$ cat config.mk
export PLATFORM = sky130hd
export DESIGN_NAME = lsu
export DESIGN_NICKNAME = d
export VERILOG_FILES = /design/src/rtl/lsu.sv
export SDC_FILE = /design/constraint.sdc
export NUM_CORES = 1
export LEC_CHECK = 0
export BUFFER_PORTS_ARGS = -buffer_cell sky130_fd_sc_hd__buf_2
export CAP_MARGIN = 20
export CORE_UTILIZATION = 47
export DETAILED_ROUTE_END_ITERATION = 16
export HOLD_SLACK_MARGIN = 0.02
export PLACE_DENSITY_LB_ADDON = 0.25
export SETUP_SLACK_MARGIN = 0.1
export SKIP_CTS_REPAIR_TIMING = 1
export SYNTH_ARGS = -nofsm -noshare
export SYNTH_HDL_FRONTEND = slang
export SYNTH_SLANG_ARGS = --single-unit
$ cat constraint.sdc
create_clock -name clk -period 2.1 [get_ports clk]
set_input_delay 0.63 -clock clk [delete_from_list [all_inputs] [get_ports clk]]
set_output_delay 0.63 -clock clk [all_outputs]
set_load 0.02 [all_outputs]
$ cat src/rtl/lsu.sv
// Load/store unit: turns one byte/half/word request into an aligned 32-bit memory
// access, waits out memory busy with an optional timeout, and returns an extended result.
module lsu #(
  parameter int unsigned WAIT_MAX = 255
) (
  input  logic        clk,
  input  logic        rstn,
  input  logic        req_load,
  input  logic        req_store,
  input  logic [31:0] req_addr,
  input  logic [2:0]  req_funct3,
  input  logic [31:0] req_wdata,
  output logic        busy,
  output logic        rsp_valid,
  output logic        rsp_err,
  output logic [31:0] rsp_rdata,
  output logic [31:0] mem_addr,
  output logic        mem_rstrb,
  output logic        mem_wstrb,
  output logic [31:0] mem_wdata,
  output logic [3:0]  mem_wmask,
  input  logic [31:0] mem_rdata,
  input  logic        mem_rbusy,
  input  logic        mem_wbusy
);

  localparam int unsigned CW = (WAIT_MAX > 0) ? $clog2(WAIT_MAX + 1) : 1;
  localparam logic [CW-1:0] WAIT_LIM = CW'(WAIT_MAX);

  localparam logic [1:0] S_IDLE  = 2'd0;
  localparam logic [1:0] S_ISSUE = 2'd1;
  localparam logic [1:0] S_WAIT  = 2'd2;
  localparam logic [1:0] S_RESP  = 2'd3;

  logic [1:0]    state_q, state_d;
  logic          is_load_q, is_load_d;
  logic [31:0]   addr_q, addr_d;
  logic [2:0]    f3_q, f3_d;
  logic [31:0]   wdata_q, wdata_d;
  logic          err_q, err_d;
  logic [CW-1:0] cnt_q, cnt_d;
  logic [31:0]   rdata_q, rdata_d;

  logic          aligned;
  logic          f3_ok;
  logic          legal;
  logic          mbusy;
  logic [CW-1:0] cnt_inc;
  logic [7:0]    ld_byte;
  logic [15:0]   ld_half;
  logic [31:0]   ld_ext;
  logic          active;
  logic [3:0]    st_mask;
  logic [31:0]   st_data;

  // Request legality is judged on the raw inputs in the IDLE sampling cycle.
  always_comb begin
    case (req_funct3[1:0])
      2'b00:   aligned = 1'b1;
      2'b01:   aligned = ~req_addr[0];
      2'b10:   aligned = (req_addr[1:0] == 2'b00);
      default: aligned = 1'b0;
    endcase
  end

  assign f3_ok = req_load ? (req_funct3[2:1] != 2'b11) : ~req_funct3[2];
  assign legal = (req_load ^ req_store) & aligned & f3_ok;

  assign mbusy   = is_load_q ? mem_rbusy : mem_wbusy;
  assign cnt_inc = cnt_q + 1'b1;

  assign ld_byte = mem_rdata[{addr_q[1:0], 3'b000} +: 8];
  assign ld_half = addr_q[1] ? mem_rdata[31:16] : mem_rdata[15:0];

  always_comb begin
    case (f3_q[1:0])
      2'b00:   ld_ext = {{24{~f3_q[2] & ld_byte[7]}}, ld_byte};
      2'b01:   ld_ext = {{16{~f3_q[2] & ld_half[15]}}, ld_half};
      default: ld_ext = mem_rdata;
    endcase
  end

  always_comb begin
    state_d   = state_q;
    is_load_d = is_load_q;
    addr_d    = addr_q;
    f3_d      = f3_q;
    wdata_d   = wdata_q;
    err_d     = err_q;
    cnt_d     = cnt_q;
    rdata_d   = rdata_q;
    case (state_q)
      S_IDLE: begin
        if (req_load | req_store) begin
          is_load_d = req_load & ~req_store;
          addr_d    = req_addr;
          f3_d      = req_funct3;
          wdata_d   = req_wdata;
          if (legal) begin
            state_d = S_ISSUE;
            err_d   = 1'b0;
          end else begin
            state_d = S_RESP;
            err_d   = 1'b1;
            rdata_d = '0;
          end
        end
      end
      S_ISSUE: begin
        state_d = S_WAIT;
        cnt_d   = '0;
      end
      S_WAIT: begin
        if (!mbusy) begin
          state_d = S_RESP;
          err_d   = 1'b0;
          if (is_load_q) rdata_d = ld_ext;
        end else begin
          cnt_d = cnt_inc;
          if ((WAIT_MAX != 0) && (cnt_inc == WAIT_LIM)) begin
            state_d = S_RESP;
            err_d   = 1'b1;
            rdata_d = '0;
          end
        end
      end
      default: state_d = S_IDLE;
    endcase
  end

  always_ff @(posedge clk or negedge rstn) begin
    if (!rstn) begin
      state_q   <= S_IDLE;
      is_load_q <= 1'b0;
      addr_q    <= '0;
      f3_q      <= '0;
      wdata_q   <= '0;
      err_q     <= 1'b0;
      cnt_q     <= '0;
      rdata_q   <= '0;
    end else begin
      state_q   <= state_d;
      is_load_q <= is_load_d;
      addr_q    <= addr_d;
      f3_q      <= f3_d;
      wdata_q   <= wdata_d;
      err_q     <= err_d;
      cnt_q     <= cnt_d;
      rdata_q   <= rdata_d;
    end
  end

  // Store lanes: data is replicated so the mask alone selects the written bytes.
  always_comb begin
    case (f3_q[1:0])
      2'b00: begin
        st_mask = 4'b0001 << addr_q[1:0];
        st_data = {4{wdata_q[7:0]}};
      end
      2'b01: begin
        st_mask = addr_q[1] ? 4'b1100 : 4'b0011;
        st_data = {2{wdata_q[15:0]}};
      end
      default: begin
        st_mask = 4'b1111;
        st_data = wdata_q;
      end
    endcase
  end

  assign active    = (state_q == S_ISSUE) || (state_q == S_WAIT);
  assign busy      = (state_q != S_IDLE);
  assign rsp_valid = (state_q == S_RESP);
  assign rsp_err   = (state_q == S_RESP) & err_q;
  assign rsp_rdata = rdata_q;
  assign mem_addr  = active ? {addr_q[31:2], 2'b00} : 32'h0;
  assign mem_rstrb = (state_q == S_ISSUE) & is_load_q;
  assign mem_wstrb = (state_q == S_ISSUE) & ~is_load_q;
  assign mem_wmask = (active && !is_load_q) ? st_mask : 4'b0000;
  assign mem_wdata = (active && !is_load_q) ? st_data : 32'h0;

endmodule

==> flow_metrics.tcl, run 1 <==
set metrics [dict create \
    min_period_ps 2340 \
    yosysUniqueCellTypes 51 \
    gp_congestion 0.916 \
    violations "setup timing" \
    crit_required_ps 1470 \
    cts_sinks 111 \
    finalCritPeriodShare_pct 111 \
    syn_to_final_growth_pct 44.9 \
    synthCells 637 \
    worst_pin_slew_ps 695 \
    cts_htree_levels 3 \
    io_buffers 207 \
    cts_tree "built" \
    initial_utilization_pct 48.5 \
    highest-signal-layer "met4" \
    totalWireLength_um 20200 \
    rsz0062_at_grt "true" \
    clock_latency_ps 350 \
    relSlewSlack_pct 53.5 \
    drv_cap 0 \
    grt_antenna_before_repair 1 \
    status "finished with violations" \
    crit_path_end_kind "output pin" \
    die_h_um 119 \
    num_vias 6214 \
    yosysWarnings 0 \
    cts_max_path_buffers 2 \
    hold_path_class "primary input to async pin" \
    cts_made_buffers 9 \
    synthFlopType "dfrtp_1" \
    grt_pass1_vias 6047 \
    ys_async_sr_fraction_pct 100 \
    drc 0 \
    start_kind "flop" \
    clock.fmax_mhz 428 \
    fill_cells 949 \
    wl_met2_um 9980 \
    grt_pass1_wl_um 30600 \
    drt-initial-drc-count 563 \
    rows 42 \
    track_usage_pct 27.2 \
    fin_skew_ps 8.15 \
    ys_ff_latch 111 \
    io_pins 210 \
    wl_per_cell_um 19.3 \
    wl_met3_um 1480 \
    crit_fanout 9 \
    clk_pin_slew_ps 80 \
    dieArea_um2 14200 \
    whs_ps 279 \
    critPathKind "flop to output pin" \
    total_leakage_power_uw 0.00414 \
    grt-ovfl-total 0 \
    stdcell_count 1050 \
    final_antenna_net_count 0 \
    dpl_worst_slack_ps -85.0 \
    seq_area_frac_synth_pct 43.1 \
    final_nets 981 \
    drive_gt1_share_pct 54.8 \
    finalHoldViolations 0 \
    fin_ws_ps -239 \
    dpl.cell_count 1018 \
    tns_ps -10530 \
    final_cell_mix "buf_2, dfrtp_1, mux2_2" \
    synth_edf_count 0 \
    cp.arrival_ps 1710 \
    dpl.hpwl_um 13900 \
    fin_util_pct 70.3 \
    grt_max_degree 81 \
    core_um2 13300 \
    setup_viol 76 \
    wl_met1_um 8010 \
    synthesis.area_um2 6450 \
    final_common_cell "buf_2" \
    avgSynthCellArea_um2 10.1 \
    die_w_um 119 \
    cts_root_buffer "clkbuf_16" \
    powerDensity_nw_per_um2 1850 \
    drt_pass1_iterations 7 \
    ir_drop_v 0.00102 \
    vias_per_cell 5.92 \
    slew_violations 0 \
]
==> through the flow <==
step	instance area (µm²)	power [µW]
after floorplan	6960	10900
after global placement	8420	13600
after detailed placement	8420	13900
after CTS	8720	15700
after global routing	9340	18200
final	9340	17200
==> layer usage <==
| layer | GRT usage, % | vias up |
|---|---|---|
| li1 | - | 2776 |
| met1 | 34.8 | 3042 |
| met2 | 45.3 | 342 |
| met3 | 4.50 | 54 |
| met4 | 12.1 | 0 |
| met5 | 0 | - |
==> power breakdown <==
group | switching [µW] | total (µW) | internal, µW | leakage, µW
clock network | 796 | 1760 | 960 | 0.000149
logic | 6340 | 11500 | 5200 | 0.00262
registers | 841 | 3950 | 3110 | 0.00138
==> synthesized netlist by cell type, types with 13 or more instances <==
cell	number	area (µm²)
o21ai_0	18	90.1
mux2i_1	17	170
o31ai_1	19	143
mux2_2	68	766
nor2_1	67	251
a31oi_1	33	206
nand3_1	21	105
clkbuf_1	35	131
dfrtp_1	111	2780
inv_1	26	97.6
and2_1	43	269
a21oi_1	24	120
nand2_1	26	97.6
o221ai_2	13	195
==> critical path, cell delays in order, from the launching register on <==
cell and delay (ps):
dfrtp_2 410, inv_2 70, ha_4 300, nand2b_4 110, buf_12 180, a21oi_2 130
buf_4 160
==> worst paths after layout <==
kind                             from       endpoint  slack, ps  cells past startpoint
setup / recovery           state_q[1]  mem_wdata[12]       -240                      6
hold / removal                   rstn  rsp_rdata[17]        280                      2
setup reg to reg             cnt_q[1]  rsp_rdata[30]        -30                      8
hold reg to reg            addr_q[17]     addr_q[17]        500                      1
max in group asynchronous        rstn       cnt_q[2]       1400                      2
min in group clk           addr_q[17]     addr_q[17]        500                      1
==> sequential cells by signal (all words and copies together) (netlist names) <==
register,cells
addr_q,32
rsp_rdata,32
wdata_q,32
cnt_q,8
f3_q,3
state_q,2
err_q,1
is_load_q,1
==> area by class of cell <==
type / count / area, µm² / area share, %
inverters: 27 / 104 / 1.11
repair buffers: 274 / 2000 / 21.4
clock inverters: 5 / 57.6 / 0.616
multi-input cells: 445 / 3930 / 42.0
flip-flops and latches: 111 / 2790 / 29.8
diodes: 1 / 2.50 / 0.0268
clock buffers: 11 / 243 / 2.60
well taps: 176 / 220 / 2.36
==> cell families (layout without fill, tap and decap cells) <==
logic type	count (synthesis)	after routing	synth area share (%)
compound gates	157	157	18.3
fa+ha+maj	8	8	1.55
buf+inv	82	317	5.45
flops	111	111	43.1
mux	93	93	17.3
other cells	1	3	0.0582
simple gates	185	185	14.2
Note: power is estimated with default switching activity, not from simulation.
==> run 2, diff against run 1 <==
SETUP_SLACK_MARGIN = not set   (was 0.1)
==> run 2 against run 1 <==
  * The flow still finishes with violations (setup timing)
  * Fmax up 2.0%
  * Combinational power up 7%
  * Routed wire length rose by 2.7%
  * Utilization increased by 0.83 points
  * Critical endpoint is now mem_wdata[11]
  * Largest cell class unchanged
  * Largest power group unchanged
==> flow_metrics.tcl, run 2 (synthesized netlist as in run 1, its figures left out) <==
set metrics [dict create \
    clock.fmax_mhz 436 \
    clk_pin_slew_ps 80 \
    hold_path_class "primary input to async pin" \
    crit_path_end_kind "output pin" \
    fin_util_pct 71.1 \
    min_period_ps 2290 \
    cts_max_path_buffers 2 \
    rsz0062_at_grt "true" \
    drive_gt1_share_pct 55.4 \
    status "finished with violations" \
    final_cell_area_um2 9450 \
    die_h_um 119 \
    cts_sinks 111 \
    cts_root_buffer "clkbuf_16" \
    grt_pass1_wl_um 30000 \
    cts_made_buffers 9 \
    io_pins 210 \
    r2r_slack_ps -130 \
    cp.arrival_ps 1660 \
    grt_max_degree 112 \
    grt-ovfl-total 0 \
    fin_ws_ps -194 \
    antenna_cells 0 \
    clock_latency_ps 350 \
    vias_per_cell 5.92 \
    ir_drop_v 0.00116 \
    p_switching_uw 8050 \
    drt-initial-drc-count 478 \
    seqPwrFrac_pct 21.9 \
    final_nets 989 \
    clkPwrFrac_pct 9.1 \
    final_common_cell "buf_2" \
    cts_htree_levels 3 \
    setup_viol 98 \
    powerDensity_nw_per_um2 1890 \
    crit_fanout 7 \
    final_cell_mix "buf_2, dfrtp_1, mux2_2" \
    rows 42 \
    grt_pass1_vias 5963 \
    p_sw_share_pct 45.2 \
    p_int_uw 9780 \
    gp_congestion 0.902 \
    die_w_um 119 \
    totalWireLength_um 20800 \
    track_usage_pct 26.6 \
    total_leakage_power_uw 0.00424 \
    worst_pin_slew_ps 652 \
    finalCritPeriodShare_pct 109 \
    r2r-start "cnt_q[1]" \
    wl_per_cell_um 19.6 \
    final_antenna_net_count 0 \
    cts_tree "built" \
    relSlewSlack_pct 56.5 \
    p_comb_share_pct 69.0 \
    slew_violations 0 \
    num_vias 6255 \
    finalHoldViolations 0 \
    fin_skew_ps 8.57 \
    violations "setup timing" \
    io_buffers 207 \
    crit_path_start "state_q[1]" \
    syn_to_final_growth_pct 46.6 \
    drc 0 \
    dpl_cell_area_um2 8190 \
    crit_required_ps 1470 \
    dieArea_um2 14200 \
    start_kind "flop" \
    dpl.hpwl_um 13600 \
    initial_utilization_pct 48.5 \
    fill_cells 969 \
    drt_pass1_iterations 7 \
    critPathKind "flop to output pin" \
    grt_antenna_before_repair 1 \
    core_um2 13300 \
    drv_cap 0 \
]
[run 2: changes by cell type in the layout (fill, tap and decap cells not counted), moves of 10 or more]
cell    delta
buf_2     -21
buf_6     +20
and2_1    -16
and2_4    +16
buf_4     +11
nor2_4    -10
[run 2: worst max-delay path, cell delays in order (launching register included)]
cell and delay (ps):
dfrtp_1 370, inv_2 60, ha_4 300, nand2b_4 110
clkbuf_16 190, a21oi_2 130, buf_4 160
[run 2: final cells by class]
class                      count  area, µm²  area share (%)
multi-input combinational    445       3870            41.0
sequential                   111       2780            29.4
timing repair buffer         282       2200            23.3
clock buffer                   9        225            2.38
tap                          176        220            2.33
inverter                      27        101            1.07
clock inverter                 7       48.8           0.516
[run 2: final timing paths]
path	end	cells past startpoint
worst max register to register	rsp_rdata[1]	8
worst max-delay path	mem_wdata[11]	6
worst min-delay path	rsp_rdata[1]	2
max in group asynchronous	f3_q[0]	2
worst min register to register	addr_q[13]	1
min in group clk	addr_q[31]	2
[run 2: metal layers]
metal / wire (µm) / track usage [%]
met4: 641 / 11.6
met2: 10400 / 43.4
met3: 1440 / 5.08
met1: 8260 / 34.4
met5: 11 / 0
[run 2: power by group through the flow]
stage / logic [µW] / registers, µW / clock network [µW]
2_1_floorplan: 6080 / 3910 / 0
3_3_place_gp: 9100 / 3780 / 0
3_5_place_dp: 9280 / 3850 / 0
4_1_cts: 9320 / 3820 / 1660
5_1_grt: 13000 / 4010 / 1730
6_report: 12300 / 3900 / 1620
[run 2: metrics by stage]
stage	worst slack (ps)	setup TNS, ps	std cells	total power (µW)	hold slack [ps]
finish	-194	-11800	1057	17800	313
global route	-257	-18440	1057	18700	388
CTS	-303	-15370	1041	14800	385
detailed placement	-189	-4510	1025	13100	489
global placement	-140	-3100	1025	12900	482
floorplan	-51.3	-885	638	9990	334
